<file path="src/rtl/palette_lut.sv">
// palette_lut: CPU-writable colour lookup table with a hardware init sweep,
// greyscale and colour-emphasis modes, and a fixed two-stage read pipeline.
// Reads are accepted every cycle; results appear two cycles after request.
module palette_lut #(
  parameter int                  IDX_W = 6,
  parameter int                  CH_W  = 4,
  parameter logic [3*CH_W-1:0]   BLANK = '0
) (
  input  logic               clk,
  input  logic               rst,
  input  logic               init_req,
  output logic               busy,
  input  logic               wr_en,
  input  logic [IDX_W-1:0]   wr_addr,
  input  logic [3*CH_W-1:0]  wr_data,
  input  logic               rd_valid_i,
  input  logic [IDX_W-1:0]   rd_addr,
  input  logic               greyscale,
  input  logic [2:0]         emph,
  output logic               rd_valid_o,
  output logic [3*CH_W-1:0]  rgb_o
);

  localparam int RGB_W = 3 * CH_W;
  localparam int DEPTH = 2 ** IDX_W;
  // Greyscale forces the low nibble of the index to zero (hue 0 of the row).
  localparam logic [IDX_W-1:0] GREY_MASK = ~(IDX_W'(4'hF));

  typedef enum logic [0:0] {
    IDLE  = 1'b0,
    SWEEP = 1'b1
  } state_t;

  // Attenuate one channel by a quarter: v - v/4 never underflows.
  function automatic logic [CH_W-1:0] att(input logic [CH_W-1:0] v);
    return v - (v >> 2);
  endfunction

  // Emphasis: emph bit c selects channel c (0=R,1=G,2=B); when any bit is
  // set the non-emphasised channels are dimmed, and all-ones dims everything.
  function automatic logic [RGB_W-1:0] apply_emph(input logic [RGB_W-1:0] rgb,
                                                  input logic [2:0]       em);
    logic [RGB_W-1:0] res;
    logic [CH_W-1:0]  v;
    logic             cut;
    res = rgb;
    for (int c = 0; c < 3; c++) begin
      v   = rgb[(2-c)*CH_W +: CH_W];
      cut = (em == 3'b111) || ((em != 3'b000) && !em[c]);
      res[(2-c)*CH_W +: CH_W] = cut ? att(v) : v;
    end
    return res;
  endfunction

  logic [RGB_W-1:0] mem_r [DEPTH];

  state_t            state_r, state_nxt_s;
  logic [IDX_W-1:0]  cnt_r, cnt_nxt_s;
  logic              busy_r;

  logic              tbl_we_s;
  logic [IDX_W-1:0]  tbl_waddr_s;
  logic [RGB_W-1:0]  tbl_wdata_s;
  logic              wr_ok_s;

  logic [IDX_W-1:0]  eff_addr_s;
  logic [RGB_W-1:0]  rd_data_s;

  logic              s1_valid_r;
  logic [RGB_W-1:0]  s1_data_r;
  logic [2:0]        s1_emph_r;
  logic              rd_valid_r;
  logic [RGB_W-1:0]  rgb_r;

  // Init FSM next state, sweep counter and the single table write port mux.
  always_comb begin
    state_nxt_s = state_r;
    cnt_nxt_s   = cnt_r;
    tbl_we_s    = 1'b0;
    tbl_waddr_s = wr_addr;
    tbl_wdata_s = wr_data;
    wr_ok_s     = 1'b0;
    case (state_r)
      IDLE: begin
        wr_ok_s  = wr_en;
        tbl_we_s = wr_en;
        if (init_req) begin
          state_nxt_s = SWEEP;
          cnt_nxt_s   = '0;
        end else begin
          state_nxt_s = IDLE;
        end
      end
      SWEEP: begin
        tbl_we_s    = 1'b1;
        tbl_waddr_s = cnt_r;
        tbl_wdata_s = BLANK;
        if (init_req) begin
          cnt_nxt_s = '0;
        end else if (&cnt_r) begin
          state_nxt_s = IDLE;
          cnt_nxt_s   = '0;
        end else begin
          cnt_nxt_s = cnt_r + IDX_W'(1);
        end
      end
      default: begin
        state_nxt_s = SWEEP;
        cnt_nxt_s   = '0;
      end
    endcase
  end

  // Read address selection and stage-1 data source (blank / bypass / table).
  always_comb begin
    eff_addr_s = greyscale ? (rd_addr & GREY_MASK) : rd_addr;
    if (state_r == SWEEP) begin
      rd_data_s = BLANK;
    end else if (wr_ok_s && (wr_addr == eff_addr_s)) begin
      rd_data_s = wr_data;
    end else begin
      rd_data_s = mem_r[eff_addr_s];
    end
  end

  // Table storage; no reset, the init sweep establishes its contents.
  always_ff @(posedge clk) begin
    if (tbl_we_s) begin
      mem_r[tbl_waddr_s] <= tbl_wdata_s;
    end
  end

  // Control state and both read pipeline stages.
  always_ff @(posedge clk or posedge rst) begin
    if (rst) begin
      state_r    <= SWEEP;
      cnt_r      <= '0;
      busy_r     <= 1'b1;
      s1_valid_r <= 1'b0;
      s1_data_r  <= '0;
      s1_emph_r  <= 3'b000;
      rd_valid_r <= 1'b0;
      rgb_r      <= '0;
    end else begin
      state_r    <= state_nxt_s;
      cnt_r      <= cnt_nxt_s;
      busy_r     <= (state_nxt_s == SWEEP);
      s1_valid_r <= rd_valid_i;
      if (rd_valid_i) begin
        s1_data_r <= rd_data_s;
        s1_emph_r <= emph;
      end
      rd_valid_r <= s1_valid_r;
      if (s1_valid_r) begin
        rgb_r <= apply_emph(s1_data_r, s1_emph_r);
      end
    end
  end

  assign busy       = busy_r;
  assign rd_valid_o = rd_valid_r;
  assign rgb_o      = rgb_r;

endmodule
</file>
<file path="config.mk">
export PLATFORM = sky130hd
export DESIGN_NAME = palette_lut
export DESIGN_NICKNAME = d
export VERILOG_FILES = /design/src/rtl/palette_lut.sv
export SDC_FILE = /design/constraint.sdc
export NUM_CORES = 1
export LEC_CHECK = 0
export ABC_CLOCK_PERIOD_IN_PS = 4600
export CAP_MARGIN = 20
export CORE_MARGIN = 5
export CORE_UTILIZATION = 50
export DETAILED_ROUTE_END_ITERATION = 6
export DONT_BUFFER_PORTS = 1
export PLACE_DENSITY = 0.72
export SLEW_MARGIN = 30
export SYNTH_ARGS = -nofsm -noshare
export SYNTH_HDL_FRONTEND = slang
export SYNTH_SLANG_ARGS = --single-unit
</file>
<file path="constraint.sdc">
create_clock -name clk -period 4.6 [get_ports clk]
set_clock_uncertainty 0.15 [all_clocks]
set_input_delay 0.23 -clock clk [delete_from_list [all_inputs] [get_ports clk]]
set_output_delay 0.23 -clock clk [all_outputs]
set_load 0.005 [all_outputs]
</file>
==> results.sh, run 1 <==
export IMPL_overflow=0
export IMPL_critical_path_class="reg -> reg"
export IMPL_die_h_um=266
export IMPL_worstMarginPinSlew_ns=0.949
export IMPL_power_density_mw_per_mm2=410
export IMPL_async_flop_share=0.0448
export IMPL_ys_ff_latch=804
export IMPL_outcome="complete, but fails checks"
export IMPL_grt_pass1_wl_um=122000
export IMPL_slowest_delay_ns=0.93
export IMPL_setup_violations=0
export IMPL_viasPerCell=6.28
export IMPL_rows=93
export IMPL_pin_count=47
export IMPL_synth_seq_area_share=0.733
export IMPL_hold_violations=0
export IMPL_synth_top_cells_by_area="edfxtp_1 (71%), mux2i_1 (5.5%), mux4_2 (4.1%)"
export IMPL_whs_ns=0.0629
export IMPL_r2r_setup_slack_ns=1.04
export IMPL_synth_avg_cell_area_sq_um=16.6
export IMPL_dr_first_iter_drc_count=2426
export IMPL_dp_hpwl_um=49000
export IMPL_postLayoutCellArea_sq_mm=0.0365
export IMPL_htreeDepth=3
export IMPL_fin_crit_sh=0.775
export IMPL_cts_resized=0
export IMPL_cp_buffers_inverters=1
export IMPL_synth_ff_type="edfxtp_1"
export IMPL_clkPwrFrac=0.424
export IMPL_gp_congestion=0.915
export IMPL_regArea_sq_mm=0.0240
export IMPL_final_max_slew_viol_count=0
export IMPL_synth_edf_count=768
export IMPL_post_cts_buffers=0
export IMPL_synth_area_sq_mm=0.0327
export IMPL_crit_path_start_kind="flop"
export IMPL_fin_crit_ns=3.56
export IMPL_worst_slack_ns=1.04
export IMPL_max_freq_ghz=0.281
export IMPL_grt_max_degree=226
export IMPL_final_util=0.564
export IMPL_fill_cells=4851
export IMPL_cts_buffer_depth=3
export IMPL_syn_inst=1969
export IMPL_final_setup_tns_ns=0
export IMPL_yosys_warnings=0
export IMPL_power_frac_seq=0.535
export IMPL_rsz0062_at_grt="false"
export IMPL_power_mw=14.9
export IMPL_port_buffers=0
export IMPL_hold_path_class="in -> reg"
export IMPL_syn_num_nets=2012
export IMPL_via_count=18400
export IMPL_cts_root_buffer="clkbuf_16"
export IMPL_wirelength_um=82200
export IMPL_antenna_found_initial=4
export IMPL_first_pass_iters=7
export IMPL_grt_total_usage=0.232
export IMPL_drive_above_1_share=0.152
export IMPL_endpoint_kind="flop"
export IMPL_crit_chain="inv_1, o22ai_1, nand2_1, nor2_1"
export IMPL_clk_latency_ns=0.64
export IMPL_die_area_sq_mm=0.0706
export IMPL_crit_fanout=27
export IMPL_synth_most_common_cell="edfxtp_1"
export IMPL_ir_drop_v=0.000284
export IMPL_critPathTopFamily="simple AND/OR/NAND/NOR gates"
export IMPL_p_sw_mw=3.07
export IMPL_place_inst=2755
export IMPL_yosysUniqueCellTypes=68
export IMPL_clk_pin_slew_ns=0.06
export IMPL_max_cap_violations=0
export IMPL_postPlaceCellArea_sq_mm=0.0336
export IMPL_final_nets=2058
export IMPL_ant_nets=0
export IMPL_cts_buffers=81
export IMPL_grt_pass1_vias=18200
export IMPL_relSlewSlack=0.351
export IMPL_violations="DRC"
export IMPL_slowest_stage="nor2_1"
export IMPL_pre_cts_ws_ns=1.15
export IMPL_start_util=0.506
export IMPL_cts_tree="done"
export IMPL_internal_power_mw=11.9
export IMPL_coreArea_sq_mm=0.0646
export IMPL_arrival_ns=3.65
export IMPL_route_detailed_drc=4
export IMPL_clkSinkCount=804
export IMPL_netlist_area_leader_share=0.706
export IMPL_wl_per_cell_um=28.0
export IMPL_stdcell_count=2935
export IMPL_p_leak_nw=12.4
export IMPL_netlist_top_cells_count="edfxtp_1 (768), nor2_1 (183), mux2i_1 (180)"
export IMPL_area_delta_synth_final_pct=11.6
export IMPL_synth_top_cell_by_area="edfxtp_1"
export IMPL_cp_required_ns=4.69
export IMPL_p_comb_frac=0.041
export IMPL_p_sw_frac=0.205
export IMPL_multi_input_area_sq_mm=0.00793
export IMPL_die_w_um=266
==> metal layers <==
metal | global-route usage | wire [um] | vias up
li1 | - | - | 7866
met1 | 0.338 | 33000 | 9309
met2 | 0.345 | 37000 | 1085
met3 | 0.0542 | 9010 | 166
met4 | 0.0858 | 3260 | 4
met5 | 0 | 23 | -
==> power groups by stage <==
stage | Clock, mW | Sequential (mW) | Combinational (mW)
after floorplan | 0 | 8.13 | 0.499
after global placement | 0 | 8.14 | 0.556
after detailed placement | 0 | 8.15 | 0.569
after CTS | 6.41 | 7.99 | 0.596
after global routing | 6.74 | 7.99 | 0.637
final | 6.34 | 7.99 | 0.613
==> cells in the final DEF (no fill, tap or decap), drive strengths merged, types with 8 or more instances in the layout <==
| cell type | n |
|---|---|
| a2111oi | 17 |
| a211oi | 10 |
| a21oi | 47 |
| a221oi | 28 |
| a2bb2oi | 10 |
| a32oi | 9 |
| buf | 56 |
| clkbuf | 99 |
| clkinv | 37 |
| dfrtp | 35 |
| dlygate4sd3 | 31 |
| edfxtp | 768 |
| inv | 63 |
| mux2 | 27 |
| mux2i | 180 |
| mux4 | 59 |
| nand2 | 83 |
| nand2b | 8 |
| nand3 | 11 |
| nor2 | 183 |
| nor2b | 20 |
| nor3b | 14 |
| o211ai | 19 |
| o21ai | 45 |
| o221ai | 11 |
| o22ai | 78 |
| o32a | 16 |
| o32ai | 17 |
==> final cells by class <==
type                       count  share of cell area
sequential                   804               0.657
multi-input combinational    979               0.217
clock buffer                  99              0.0580
tap                          855              0.0293
timing repair buffer          87              0.0200
clock inverter                47              0.0114
inverter                      62             0.00638
antenna                        2            0.000137
==> kinds of logic (layout without fill, tap and decap cells) <==
kind of cell,Yosys count,count (layout),synth area share
AND/OR/NAND/NOR,339,339,0.0454
flip-flops,804,804,0.733
XOR/XNOR,12,12,0.00322
multiplexers,266,266,0.105
buffers and inverters,186,295,0.0302
other,0,2,0
adder cells (fa/ha/maj),10,10,0.00452
AO/OA/AOI/OAI,352,352,0.0781
==> registers in the layout (all words and copies together) (netlist names) <==
register	count
s1_data_r	12
cnt_r	6
busy	1
rgb_o	12
rd_valid_o	1
mem_r	768
s1_emph_r	3
s1_valid_r	1
==> path summary, 6_finish.rpt <==
kind | startpoint | end | cells past startpoint
worst max-delay path | busy$_DFF_PP1_ | mem_r[14][4]$_DFFE_PP_ | 4
worst max register to register | busy$_DFF_PP1_ | mem_r[14][4]$_DFFE_PP_ | 4
max in group asynchronous | rst | busy$_DFF_PP1_ | 4
min in group asynchronous | rst | s1_emph_r[1]$_DFFE_PP0P_ | 4
worst min-delay path | wr_addr[2] | mem_r[50][8]$_DFFE_PP_ | 2
worst min register to register | rgb_o[9]$_DFFE_PP0P_ | rgb_o[9]$_DFFE_PP0P_ | 1
==> what timing repair did <==
action / in CTS / in global routing
endpoints found under the hold margin: 187 / 0
hold buffers: 32 / 0
setup endpoints to repair: 0 / 0
Note: power is estimated with default switching activity, not from simulation.
==> run 2: changes to the inputs <==
Settings changed: ABC_CLOCK_PERIOD_IN_PS 4600 to 3700.
Clock period 4.6 ns to 3.7 ns, I/O delays scaled along.
==> run 2 against run 1 <==
Net effect:
- the flow now finishes without violations
- global-route usage grew 0.53 points
- count of clock-buffer cells in the layout grew 2
- register-to-register slack lost 0.71 ns
- critical endpoint is now s1_data_r[10]$_DFFE_PP0P_
- largest cell class unchanged
- largest power group unchanged
==> results.sh, run 2 (synthesized netlist as in run 1, its figures left out) <==
export IMPL_dr_first_iter_drc_count=2708
export IMPL_hold_path_depth=3
export IMPL_r2r_end="s1_data_r[10]$_DFFE_PP0P_"
export IMPL_max_cap_violations=0
export IMPL_first_pass_iters=7
export IMPL_rr_worst_depth=7
export IMPL_gp_congestion=0.909
export IMPL_max_freq_ghz=0.297
export IMPL_crit_chain="nand2b_1, nor3_1, a311oi_2, o21ai_0, dlygate4sd3_1, nand4b_1, dlygate4sd3_1"
export IMPL_route_detailed_drc=0
export IMPL_antenna_found_initial=1
export IMPL_pre_cts_ws_ns=0.663
export IMPL_regArea_sq_mm=0.0240
export IMPL_whs_endpoint="mem_r[16][7]$_DFFE_PP_"
export IMPL_place_inst=2803
export IMPL_grt_use_met3=0.0597
export IMPL_min_delay_start="wr_addr[0]"
export IMPL_fin_crit_sh=0.911
export IMPL_htreeDepth=3
export IMPL_cts_hold_buffers=36
export IMPL_drive_above_1_share=0.167
export IMPL_viasPerCell=6.32
export IMPL_slowest_delay_ns=0.68
export IMPL_arrival_ns=3.79
export IMPL_wirelength_um=84800
export IMPL_dp_hpwl_um=49900
export IMPL_power_mw=18.8
export IMPL_largest_register="mem_r"
export IMPL_globalRouteMet1Util=0.336
export IMPL_stdcell_count=2994
export IMPL_p_leak_nw=12.7
export IMPL_top_usage_layer="met2"
export IMPL_r2r_setup_slack_ns=0.33
export IMPL_layout_common_cells="edfxtp_1 (768), mux2i_1 (180), nor2_1 (167), buf_4 (103), clkbuf_16 (85)"
export IMPL_hold_violations=0
export IMPL_grt_use_met2=0.361
export IMPL_die_w_um=266
export IMPL_overflow=0
export IMPL_fill_cells=4776
export IMPL_power_density_mw_per_mm2=510
export IMPL_crit_path_frequent_cell="dlygate4sd3_1"
export IMPL_whs_ns=0.0519
export IMPL_port_buffers=0
export IMPL_setup_violations=0
export IMPL_outcome="completed"
export IMPL_cts_buffer_depth=3
export IMPL_final_setup_tns_ns=0
export IMPL_ant_nets=0
export IMPL_cp_required_ns=4.12
export IMPL_final_max_slew_viol_count=0
export IMPL_grt_max_degree=226
export IMPL_ir_drop_v=0.000366
export IMPL_rsz0062_at_grt="false"
export IMPL_grt_pass1_vias=18600
export IMPL_wl_per_cell_um=28.3
export IMPL_post_cts_buffers=0
export IMPL_cts_root_buffer="clkbuf_16"
export IMPL_via_count=18900
export IMPL_final_common_cell="edfxtp_1"
export IMPL_antenna_diode_count=0
export IMPL_clk_pin_slew_ns=0.06
export IMPL_endpoint_kind="flop"
export IMPL_die_h_um=266
export IMPL_rows=93
export IMPL_start_util=0.506
export IMPL_grt_total_usage=0.237
export IMPL_largest_reg_flops=768
export IMPL_cts_resized=0
export IMPL_slowest_stage="dfstp_2"
export IMPL_relSlewSlack=0.303
export IMPL_grt_pass1_wl_um=124000
export IMPL_clk_latency_ns=0.63
export IMPL_clkSinkCount=804
export IMPL_hold_path_class="in -> reg"
export IMPL_cts_buffers=83
export IMPL_coreArea_sq_mm=0.0646
export IMPL_timing_rr_start="busy$_DFF_PP1_"
export IMPL_pin_count=47
export IMPL_multi_input_area_sq_mm=0.00787
export IMPL_area_delta_synth_final_pct=13.1
export IMPL_crit_fanout=13
export IMPL_worstMarginPinSlew_ns=1.04
export IMPL_crit_path_start_kind="flop"
export IMPL_worst_slack_ns=0.328
export IMPL_final_nets=2114
export IMPL_cts_tree="done"
export IMPL_die_area_sq_mm=0.0706
export IMPL_fin_crit_ns=3.37
export IMPL_critical_path_class="reg -> reg"
==> run 2: how the worst max path moves through the flow <==
stage | slack, ns | endpoint | startpoint
global route | 0.25 | s1_data_r[10]$_DFFE_PP0P_ | busy$_DFF_PP1_
global placement | 0.69 | mem_r[26][11]$_DFFE_PP_ | busy$_DFF_PP1_
floorplan | 0.48 | mem_r[0][0]$_DFFE_PP_ | busy$_DFF_PP1_
CTS | 0.45 | s1_data_r[10]$_DFFE_PP0P_ | busy$_DFF_PP1_
detailed placement | 0.66 | mem_r[18][3]$_DFFE_PP_ | busy$_DFF_PP1_
finish | 0.33 | s1_data_r[10]$_DFFE_PP0P_ | busy$_DFF_PP1_
==> run 2: per-stage QoR <==
| stage | utilization | instance area (sq um) |
|---|---|---|
| floorplan | - | 32700 |
| global placement | 0.524 | 33900 |
| detailed placement | 0.525 | 33900 |
| CTS | 0.571 | 36900 |
| global route | 0.572 | 37000 |
| finish | 0.572 | 37000 |
==> run 2: power breakdown <==
part	total (mW)	internal, mW	leakage, nW	switching [mW]
clock	8.10	4.67	1.30	3.43
sequential	9.94	9.90	7.62	0.0410
combinational	0.814	0.340	3.80	0.473
==> run 2: area by class of cell <==
type | instances | area share
sequential | 804 | 0.648
clock buffer | 101 | 0.0594
clock inverter | 52 | 0.0120
timing repair buffer | 141 | 0.0320
inverter | 62 | 0.00630
multi-input combinational | 979 | 0.213
tap | 855 | 0.0289
==> run 2: metal layers <==
metal  routed length (um)  vias to the layer above
met3                10100                      212
met2                38800                     1199
met5                   11                        -
li1                     -                     7967
met1                32500                     9548
met4                 3330                        2
==> run 2: critical path, delay by kind of cell, from the launching register on <==
kind,cells,cell delay [ns]
flops,1,0.68
simple gates,3,0.45
compound gates,2,0.87
buf+inv,2,1.16
